## src/rtl/muldiv_iter.sv

```systemverilog
// muldiv_iter: iterative multiply/divide unit owning the HI/LO register pair.
//   mul: shift-add, one bit per cycle. div: restoring shift-subtract, one bit per cycle.
//   Accept at edge N, iterate on edges N+1..N+WIDTH, load hi/lo with done=1 on edge N+WIDTH+1.
//   Divide by zero short-cuts through ZDIV: lo=all ones, hi=dividend, dz=1 on edge N+1.
// Optional feature macro: MULDIV_SIGNED_EN (op[1]=1 selects signed operation; magnitudes
//   are iterated and signs are fixed up while loading the result).
module muldiv_iter #(
  parameter int               WIDTH  = 32,
  parameter logic [WIDTH-1:0] HI_RST = WIDTH'(32'h32),
  parameter logic [WIDTH-1:0] LO_RST = WIDTH'(32'h16)
) (
  input  logic             clk,
  input  logic             rst,
  input  logic             start,
  input  logic [1:0]       op,
  input  logic [WIDTH-1:0] a,
  input  logic [WIDTH-1:0] b,
  input  logic             wr_hi,
  input  logic             wr_lo,
  input  logic [WIDTH-1:0] wdata,
  output logic             busy,
  output logic             done,
  output logic             dz,
  output logic [WIDTH-1:0] hi,
  output logic [WIDTH-1:0] lo
);

  localparam int CW = (WIDTH > 1) ? $clog2(WIDTH) : 1;
  localparam logic [CW-1:0] LAST = CW'(WIDTH - 1);

  typedef enum logic [1:0] {
    IDLE = 2'd0,
    RUN  = 2'd1,
    FIN  = 2'd2,
    ZDIV = 2'd3
  } state_t;

  state_t state, state_nxt;

  logic [CW-1:0]    cnt;
  logic             op_div;
  // acc: running upper product half (mul) or partial remainder (div)
  // low: multiplier bits shifted out (mul) or dividend/quotient shift register (div)
  logic [WIDTH-1:0] acc;
  logic [WIDTH-1:0] low;
  logic [WIDTH-1:0] opnd;

  logic             accept;
  logic             zero_div;
  logic [WIDTH-1:0] a_mag;
  logic [WIDTH-1:0] b_mag;

  logic [WIDTH:0]   mul_sum;
  logic [WIDTH-1:0] mul_acc_nxt;
  logic [WIDTH-1:0] mul_low_nxt;
  logic [WIDTH:0]   div_shift;
  logic [WIDTH:0]   div_diff;
  logic [WIDTH-1:0] div_acc_nxt;
  logic [WIDTH-1:0] div_low_nxt;

  logic [WIDTH-1:0] res_hi;
  logic [WIDTH-1:0] res_lo;

  assign zero_div = op[0] && (b == '0);

`ifdef MULDIV_SIGNED_EN
  logic                 neg_a_in;
  logic                 neg_b_in;
  logic                 neg_q;
  logic                 neg_r;
  logic [2*WIDTH-1:0]   prod_raw;

  assign neg_a_in = op[1] & a[WIDTH-1];
  assign neg_b_in = op[1] & b[WIDTH-1];
  assign a_mag    = neg_a_in ? -a : a;
  assign b_mag    = neg_b_in ? -b : b;
  assign prod_raw = {acc, low};

  // Sign correction of the iterated magnitudes during the load cycle
  always_comb begin
    res_hi = acc;
    res_lo = low;
    if (!op_div) begin
      if (neg_q) {res_hi, res_lo} = -prod_raw;
    end else begin
      if (neg_q) res_lo = -low;
      if (neg_r) res_hi = -acc;
    end
  end

  // Result sign flags captured at accept; remainder follows the dividend
  always_ff @(posedge clk) begin
    if (rst) begin
      neg_q <= 1'b0;
      neg_r <= 1'b0;
    end else if (accept) begin
      neg_q <= neg_a_in ^ neg_b_in;
      neg_r <= neg_a_in & op[0];
    end
  end
`else
  logic unused_op_sign;

  assign unused_op_sign = op[1];
  assign a_mag          = a;
  assign b_mag          = b;
  assign res_hi         = acc;
  assign res_lo         = low;
`endif

  // Next-state and handshake decode
  always_comb begin
    // NOTE: every output of this block gets a default first so no path infers a latch.
    state_nxt = state;
    accept    = 1'b0;
    busy      = (state != IDLE);
    case (state)
      IDLE: begin
        if (start) begin
          accept    = 1'b1;
          state_nxt = zero_div ? ZDIV : RUN;
        end
      end
      RUN:     if (cnt == LAST) state_nxt = FIN;
      FIN:     state_nxt = IDLE;
      ZDIV:    state_nxt = IDLE;
      default: state_nxt = IDLE;
    endcase
  end

  // State register
  always_ff @(posedge clk) begin
    // NOTE: sequential state uses non-blocking assignments so all registers update together.
    if (rst) state <= IDLE;
    else     state <= state_nxt;
  end

  // One iteration step for each operation
  always_comb begin
    mul_sum     = {1'b0, acc} + (low[0] ? {1'b0, opnd} : '0);
    mul_acc_nxt = mul_sum[WIDTH:1];
    mul_low_nxt = {mul_sum[0], low[WIDTH-1:1]};
    div_shift   = {acc, low[WIDTH-1]};
    div_diff    = div_shift - {1'b0, opnd};
    if (!div_diff[WIDTH]) begin
      div_acc_nxt = div_diff[WIDTH-1:0];
      div_low_nxt = {low[WIDTH-2:0], 1'b1};
    end else begin
      div_acc_nxt = div_shift[WIDTH-1:0];
      div_low_nxt = {low[WIDTH-2:0], 1'b0};
    end
  end

  // Datapath: operand capture, iteration, result load and direct hi/lo writes
  always_ff @(posedge clk) begin
    if (rst) begin
      cnt    <= '0;
      op_div <= 1'b0;
      acc    <= '0;
      low    <= '0;
      opnd   <= '0;
      hi     <= HI_RST;
      lo     <= LO_RST;
      done   <= 1'b0;
      dz     <= 1'b0;
    end else begin
      done <= 1'b0;
      dz   <= 1'b0;
      // Result loads only happen in busy states, so they never collide with mthi/mtlo
      if (!busy) begin
        if (wr_hi) hi <= wdata;
        if (wr_lo) lo <= wdata;
      end
      case (state)
        IDLE: begin
          if (accept) begin
            cnt    <= '0;
            op_div <= op[0];
            acc    <= '0;
            low    <= zero_div ? a : a_mag;
            opnd   <= b_mag;
          end
        end
        RUN: begin
          cnt <= cnt + 1'b1;
          if (op_div) begin
            acc <= div_acc_nxt;
            low <= div_low_nxt;
          end else begin
            acc <= mul_acc_nxt;
            low <= mul_low_nxt;
          end
        end
        FIN: begin
          hi   <= res_hi;
          lo   <= res_lo;
          done <= 1'b1;
        end
        ZDIV: begin
          hi   <= low;
          lo   <= '1;
          done <= 1'b1;
          dz   <= 1'b1;
        end
        default: ;
      endcase
    end
  end

endmodule

```

## config.mk

```make
export PLATFORM = sky130hd
export DESIGN_NAME = muldiv_iter
export DESIGN_NICKNAME = d
export VERILOG_FILES = /design/src/rtl/muldiv_iter.sv
export SDC_FILE = /design/constraint.sdc
export NUM_CORES = 1
export LEC_CHECK = 0
export ABC_AREA = 1
export CAP_MARGIN = 10
export CORE_ASPECT_RATIO = 1.1
export CORE_MARGIN = 2
export CORE_UTILIZATION = 50
export CTS_CLUSTER_DIAMETER = 30
export CTS_CLUSTER_SIZE = 10
export DETAILED_ROUTE_END_ITERATION = 12
export PLACE_DENSITY = 0.77
export SYNTH_ARGS = -nofsm -noshare
export SYNTH_HDL_FRONTEND = slang
export SYNTH_SLANG_ARGS = --single-unit
```

## constraint.sdc

```tcl
create_clock -name clk -period 3 [get_ports clk]
set_input_delay 0.6 -clock clk [delete_from_list [all_inputs] [get_ports clk]]
set_output_delay 0.6 -clock clk [all_outputs]
set_load 0.02 [all_outputs]
```

### Word-level counts from Yosys, hierarchy flattened

Index checks and enable logic that the tools add are counted.

* flip-flop bits (word level): 170
* bits of input ports: 103
* word-level logic and storage cells: 59

* add/sub/neg operators: 3
* equality and inequality tests: 8
* mux-type cells: 25
* reductions and logical operators: 13

Operators by type and width (number)
* 32-bit two-way mux: 10
* 32-bit case mux with 2 select lines: 4
* 32-bit by 32-bit adder with 33-bit output: 1
* 33-bit by 32-bit subtractor with 33-bit output: 1
* 32-bit zero test: 1
* 5-bit case mux with 2 select lines: 1
* 2-bit AND reduction: 5
* 2-bit two-way mux: 3
* 2-bit != test (second input constant): 3
* 2-bit case mux with 3 select lines: 1
* 3-bit nonzero test: 2
* 5-bit by 1-bit adder with 5-bit output (second input constant): 1
* 5-bit equality test (second input constant): 1
* 1-bit two-way mux: 5
* 5-bit two-way mux: 1
* 2-bit equality test (second input constant): 2
* 2-bit nonzero test: 2
* 3-bit by 1-bit != test with 1-bit output (second input constant): 1
* 2-bit by 1-bit equality test with 1-bit output (second input constant): 1
* 2-bit zero test: 1
* 2-bit OR reduction: 1
* 1-bit logical AND: 1

### Logic depth before layout (Yosys ltp)

* depth after elaboration: 5
* gate-level depth with buffers: 19
* gate-level depth less buffers: 18

### Worst setup path after synthesis

Ideal clock, no wire load.

* path type: reg2reg
* from: register low[0]
* to: register acc[30]
* setup time: 0.132 ns
* arrival time: 2.161 ns
* required time: 2.868 ns
* path slack: 0.707 ns
* stages on the path, launching flop included: 20
* period minus slack after synthesis: 2.293 ns
* cells stage by stage: dfxtp_1 > clkbuf_1 > clkbuf_1 > nand2_1 > inv_1 > ha_1 > a21oi_1 > o21ai_0 > nand2_1 > nand2_1 > nand2_1 > nand2_1 > nand2_1 > nand2_1 > nand2_1 > nand3_1 > nand2_1 > inv_1 > nand2_1 > a21oi_1

* word-level cells in the longest chain between the ends: 4

Ends and longest elaborated chain
* start, declared: line 45 `logic [WIDTH-1:0] low;`
* start signal, assigned: line 180 `low <= zero_div ? a : a_mag;`
* start signal, assigned: line 188 `low <= div_low_nxt;`
* start signal, assigned: line 191 `low <= mul_low_nxt;`
* 32-bit two-way mux: line 140 `mul_sum = {1'b0, acc} + (low[0] ? {1'b0, opnd} : '0);`
* 32-bit by 32-bit adder with 33-bit output: line 140
* 32-bit two-way mux: line 186 `if (op_div) begin`
* 32-bit case mux with 2 select lines: line 174 `case (state)`
* end signal, assigned: line 187 `acc <= div_acc_nxt;`
* end signal, assigned: line 190 `acc <= mul_acc_nxt;`
* end, declared: line 44 `logic [WIDTH-1:0] acc;`

No other way between the ends.
A chain may end at the register's enable or synchronous reset.

### Worst setup path in the final report

* from: register low[31]
* to: register acc[21]

* word-level cells in the longest chain between the ends: 4

Ends and longest elaborated chain
* 33-bit by 32-bit subtractor with 33-bit output: line 144 `div_diff = div_shift - {1'b0, opnd};`
* 32-bit two-way mux: line 145 `if (!div_diff[WIDTH]) begin`
* 32-bit two-way mux: line 186
* 32-bit case mux with 2 select lines: line 174

No other way between the ends.

==> reports/qor.json <==
{
  "run_status": {"value": "complete, no violations"},
  "critical_path.startpoint": {"value": "low[31]$_SDFFE_PP0P_"},
  "core_area": {"value": 25300, "unit": "sq um"},
  "finalMaxSlewViolations": {"value": 0},
  "cap_violations": {"value": 0},
  "hold_buf_cts": {"value": 0},
  "grt_antenna_before_repair": {"value": 0},
  "post_drt_wl_per_cell": {"value": 17.4, "unit": "microns"},
  "tritoncts": {"value": "done"},
  "postSynthRegisterBits": {"value": 170},
  "netlist_instances": {"value": 2122},
  "num-fill-cells": {"value": 2480},
  "synthesis.yosys.warnings": {"value": 0},
  "synth_largest_area_cell": {"value": "sky130_fd_sc_hd__dfxtp_1"},
  "detail-route-antenna-nets": {"value": 0},
  "cts_inserted_buffers": {"value": 17},
  "numPlacedInstances": {"value": 2599},
  "fmax": {"value": 364, "unit": "MHz"},
  "placementRows": {"value": 61},
  "crit_arrival": {"value": 3.12, "unit": "ns"},
  "syn_to_final_growth": {"value": 21.6, "unit": "%"},
  "avgViaCountPerCell": {"value": 5.56},
  "path_clk_slew": {"value": 0.08, "unit": "ns"},
  "sum_of_routed_wire_length_over_all_layers": {"value": 45.7, "unit": "mm"},
  "endpoint_kind": {"value": "flop"},
  "worst-slew-pin-transition": {"value": 1.03, "unit": "ns"},
  "remaining_max_slew_budget_at_the_tightest_pin": {"value": 0.312},
  "firstDrtPassIters": {"value": 7},
  "worstPathRequired": {"value": 3.37, "unit": "ns"},
  "remaining_drcs": {"value": 0},
  "postSynthNetCount": {"value": 2293},
  "reg2reg_from": {"value": "low[31]$_SDFFE_PP0P_"},
  "drive_gt1_frac": {"value": 0.0621},
  "port-buffer-count": {"value": 168},
  "edff_count_synth": {"value": 0},
  "crit_path_max_fanout": {"value": 15},
  "rsz0062_at_grt": {"value": "no"},
  "dominantRegCellSynth": {"value": "sky130_fd_sc_hd__dfxtp_1"},
  "hold_viol_final": {"value": 0},
  "globalplace.congestion": {"value": 0.999},
  "synth.lib_cells_used.distinct": {"value": 45},
  "yosysTopAreaCellShare": {"value": 0.265},
  "synth-seq-area-share": {"value": 0.265},
  "floorplan.initialDensity": {"value": 0.508},
  "layout_min_cycle_time": {"value": 2.74, "unit": "ns"},
  "die-width": {"value": 157, "unit": "microns"},
  "worst_clock_skew": {"value": 0.0137, "unit": "ns"},
  "grt_first_pass_wirelength": {"value": 70.5, "unit": "mm"},
  "grt_max_degree": {"value": 66},
  "global_route.usage.total": {"value": 0.336},
  "cts_max_level": {"value": 4},
  "finalSetupViolations": {"value": 0},
  "full_die_area": {"value": 27000, "unit": "sq um"},
  "cellPowerDensity": {"value": 806, "unit": "nW/um^2"},
  "static-leakage-power": {"value": 0.00755, "unit": "uW"},
  "grt_overflow": {"value": 0},
  "ctsRootBufferMaster": {"value": "sky130_fd_sc_hd__clkbuf_16"},
  "setup.worst_path.start_class": {"value": "flop"},
  "fin_cells": {"value": 2631},
  "detailedPlacementHpwl": {"value": 35.6, "unit": "mm"},
  "postSynth.asyncResetShare": {"value": 0},
  "clkLatencyLatePin": {"value": 0.45, "unit": "ns"},
  "vias": {"value": 14600},
  "synth_area_per_cell": {"value": 6.05, "unit": "sq um"},
  "first_global_vias": {"value": 13500},
  "totalNegativeSetupSlack": {"value": 0, "unit": "ns"},
  "critPathKind": {"value": "reg2reg"},
  "clock-sinks": {"value": 170},
  "vdd_drop_max": {"value": 0.451, "unit": "mV"},
  "chipHeight": {"value": 172, "unit": "microns"},
  "clock_tree.buffer_depth": {"value": 2},
  "synthTopCellsByArea": {"value": "sky130_fd_sc_hd__dfxtp_1 (27%), sky130_fd_sc_hd__nand2_1 (15%), sky130_fd_sc_hd__a21oi_1 (12%)"},
  "mapped_cell_area": {"value": 12800, "unit": "sq um"},
  "final.period_utilization": {"value": 0.915},
  "pin_count": {"value": 170},
  "holdCritPathClass": {"value": "reg2reg"},
  "antennaDiodeCount": {"value": 0},
  "drt_iter0_markers": {"value": 1195},
  "finalNetCount": {"value": 2443},
  "layout.core_utilization": {"value": 0.618},
  "holdCritStartpoint": {"value": "cnt[3]$_SDFFE_PP0P_"}
}
[worst max-delay path, cell delays in order, from the launching register on]
cell and delay [ns]:
sky130_fd_sc_hd__dfxtp_2 0.36, sky130_fd_sc_hd__inv_1 0.10, sky130_fd_sc_hd__ha_1 0.25, sky130_fd_sc_hd__fa_1 0.36
sky130_fd_sc_hd__inv_1 0.09, sky130_fd_sc_hd__nand2_1 0.07, sky130_fd_sc_hd__nand2_1 0.08, sky130_fd_sc_hd__nand3_1 0.09
sky130_fd_sc_hd__nand2_2 0.15, sky130_fd_sc_hd__nand2_2 0.09, sky130_fd_sc_hd__nand2_4 0.07, sky130_fd_sc_hd__nand2_4 0.07
sky130_fd_sc_hd__nand2_4 0.08, sky130_fd_sc_hd__nand2_2 0.06, sky130_fd_sc_hd__nand2_1 0.12, sky130_fd_sc_hd__buf_12 0.16
sky130_fd_sc_hd__nand3_1 0.15, sky130_fd_sc_hd__nand3_1 0.12, sky130_fd_sc_hd__nand2_1 0.07, sky130_fd_sc_hd__a21oi_1 0.13
[final cells by class]
class / count / area [sq um] / area share
clock buffers: 17 / 425 / 0.0273
clock inverters: 15 / 173 / 0.0111
flip-flops and latches: 170 / 3410 / 0.218
well taps: 346 / 433 / 0.0277
repair buffers: 225 / 2160 / 0.138
inverters: 339 / 1270 / 0.0815
multi-input cells: 1519 / 7740 / 0.496
[per-layer routing]
metal | GRT usage | vias to the layer above | wire length [microns]
li1 | - | 7229 | -
met2 | 0.586 | 611 | 21600
met4 | 0.164 | 0 | 2190
met5 | 0 | - | 0
met1 | 0.405 | 6656 | 18600
met3 | 0.0479 | 131 | 3380
[power breakdown]
group          switching (uW)  internal [uW]
registers                 508           2790
logic                    4580           2400
clock network            1170           1130
total                    6260           6320
[final timing paths]
kind         cells after the start              endpoint  slack (ns)
max                             19  acc[21]$_SDFFE_PP0P_        0.26
min                              2   cnt[3]$_SDFFE_PP0P_        0.47
max reg2reg                     19  acc[21]$_SDFFE_PP0P_        0.26
min reg2reg                      2   cnt[3]$_SDFFE_PP0P_        0.47
[timing repair]
action / in CTS / in global routing
resized for setup: 0 / 1
setup buffers: 0 / 0
endpoints found under the setup margin: 0 / 5
[Yosys cell counts (5+ instances only)]
cell type,n
sky130_fd_sc_hd__a21oi_1,309
sky130_fd_sc_hd__clkbuf_1,64
sky130_fd_sc_hd__o21bai_1,9
sky130_fd_sc_hd__ha_1,66
sky130_fd_sc_hd__nand4_1,14
sky130_fd_sc_hd__a221oi_1,27
sky130_fd_sc_hd__buf_2,11
sky130_fd_sc_hd__buf_1,8
sky130_fd_sc_hd__a21o_1,6
sky130_fd_sc_hd__a31oi_1,5
sky130_fd_sc_hd__o21ai_0,169
sky130_fd_sc_hd__dfxtp_1,170
sky130_fd_sc_hd__nand2_1,516
sky130_fd_sc_hd__o21ai_1,30
sky130_fd_sc_hd__xor2_1,8
sky130_fd_sc_hd__nor2_1,130
sky130_fd_sc_hd__inv_1,332
sky130_fd_sc_hd__buf_4,7
sky130_fd_sc_hd__nand3b_1,15
sky130_fd_sc_hd__nand2_2,18
sky130_fd_sc_hd__nor4_1,5
sky130_fd_sc_hd__nand2_4,5
sky130_fd_sc_hd__nand3_1,138
sky130_fd_sc_hd__nor3_1,12
sky130_fd_sc_hd__inv_2,6
[stage by stage]
step	setup WS (ns)	hold slack [ns]	total power, uW	instance area, sq um
CTS	0.228	0.475	12500	15600
global route	0.0104	0.502	13500	15600
floorplan	0.707	0.438	8000	12800
global placement	0.349	0.451	10100	15000
finish	0.256	0.474	12600	15600
detailed placement	0.277	0.462	10200	15000
[state kept, by name (all words and copies together), names as in the netlist]
signal / cells
acc: 32
hi: 32
cnt: 5
op_div: 1
state: 2
opnd: 32
dz: 1
done: 1
low: 32
lo: 32
[logic make-up (layout without fill, tap and decap cells)]
group / count (synthesis) / in the layout / share of synthesized area
XOR/XNOR: 10 / 10 / 0.00682
adder cells (fa/ha/maj): 68 / 68 / 0.0674
AND/OR/NAND/NOR: 871 / 871 / 0.291
AO/OA/AOI/OAI: 570 / 570 / 0.237
flip-flops: 170 / 170 / 0.265
buffers and inverters: 433 / 596 / 0.133
[layout by cell type (no fill, tap or decap), types with 30 or more instances in the layout]
cell type                           n
sky130_fd_sc_hd__a21oi_1          309
sky130_fd_sc_hd__buf_4             53
sky130_fd_sc_hd__clkdlybuf4s50_1  168
sky130_fd_sc_hd__dfxtp_1          167
sky130_fd_sc_hd__ha_1              66
sky130_fd_sc_hd__inv_1            330
sky130_fd_sc_hd__nand2_1          516
sky130_fd_sc_hd__nand3_1          138
sky130_fd_sc_hd__nor2_1           128
sky130_fd_sc_hd__o21ai_0          169
sky130_fd_sc_hd__o21ai_1           30
No activity file was read; power rests on OpenSTA's default activity.
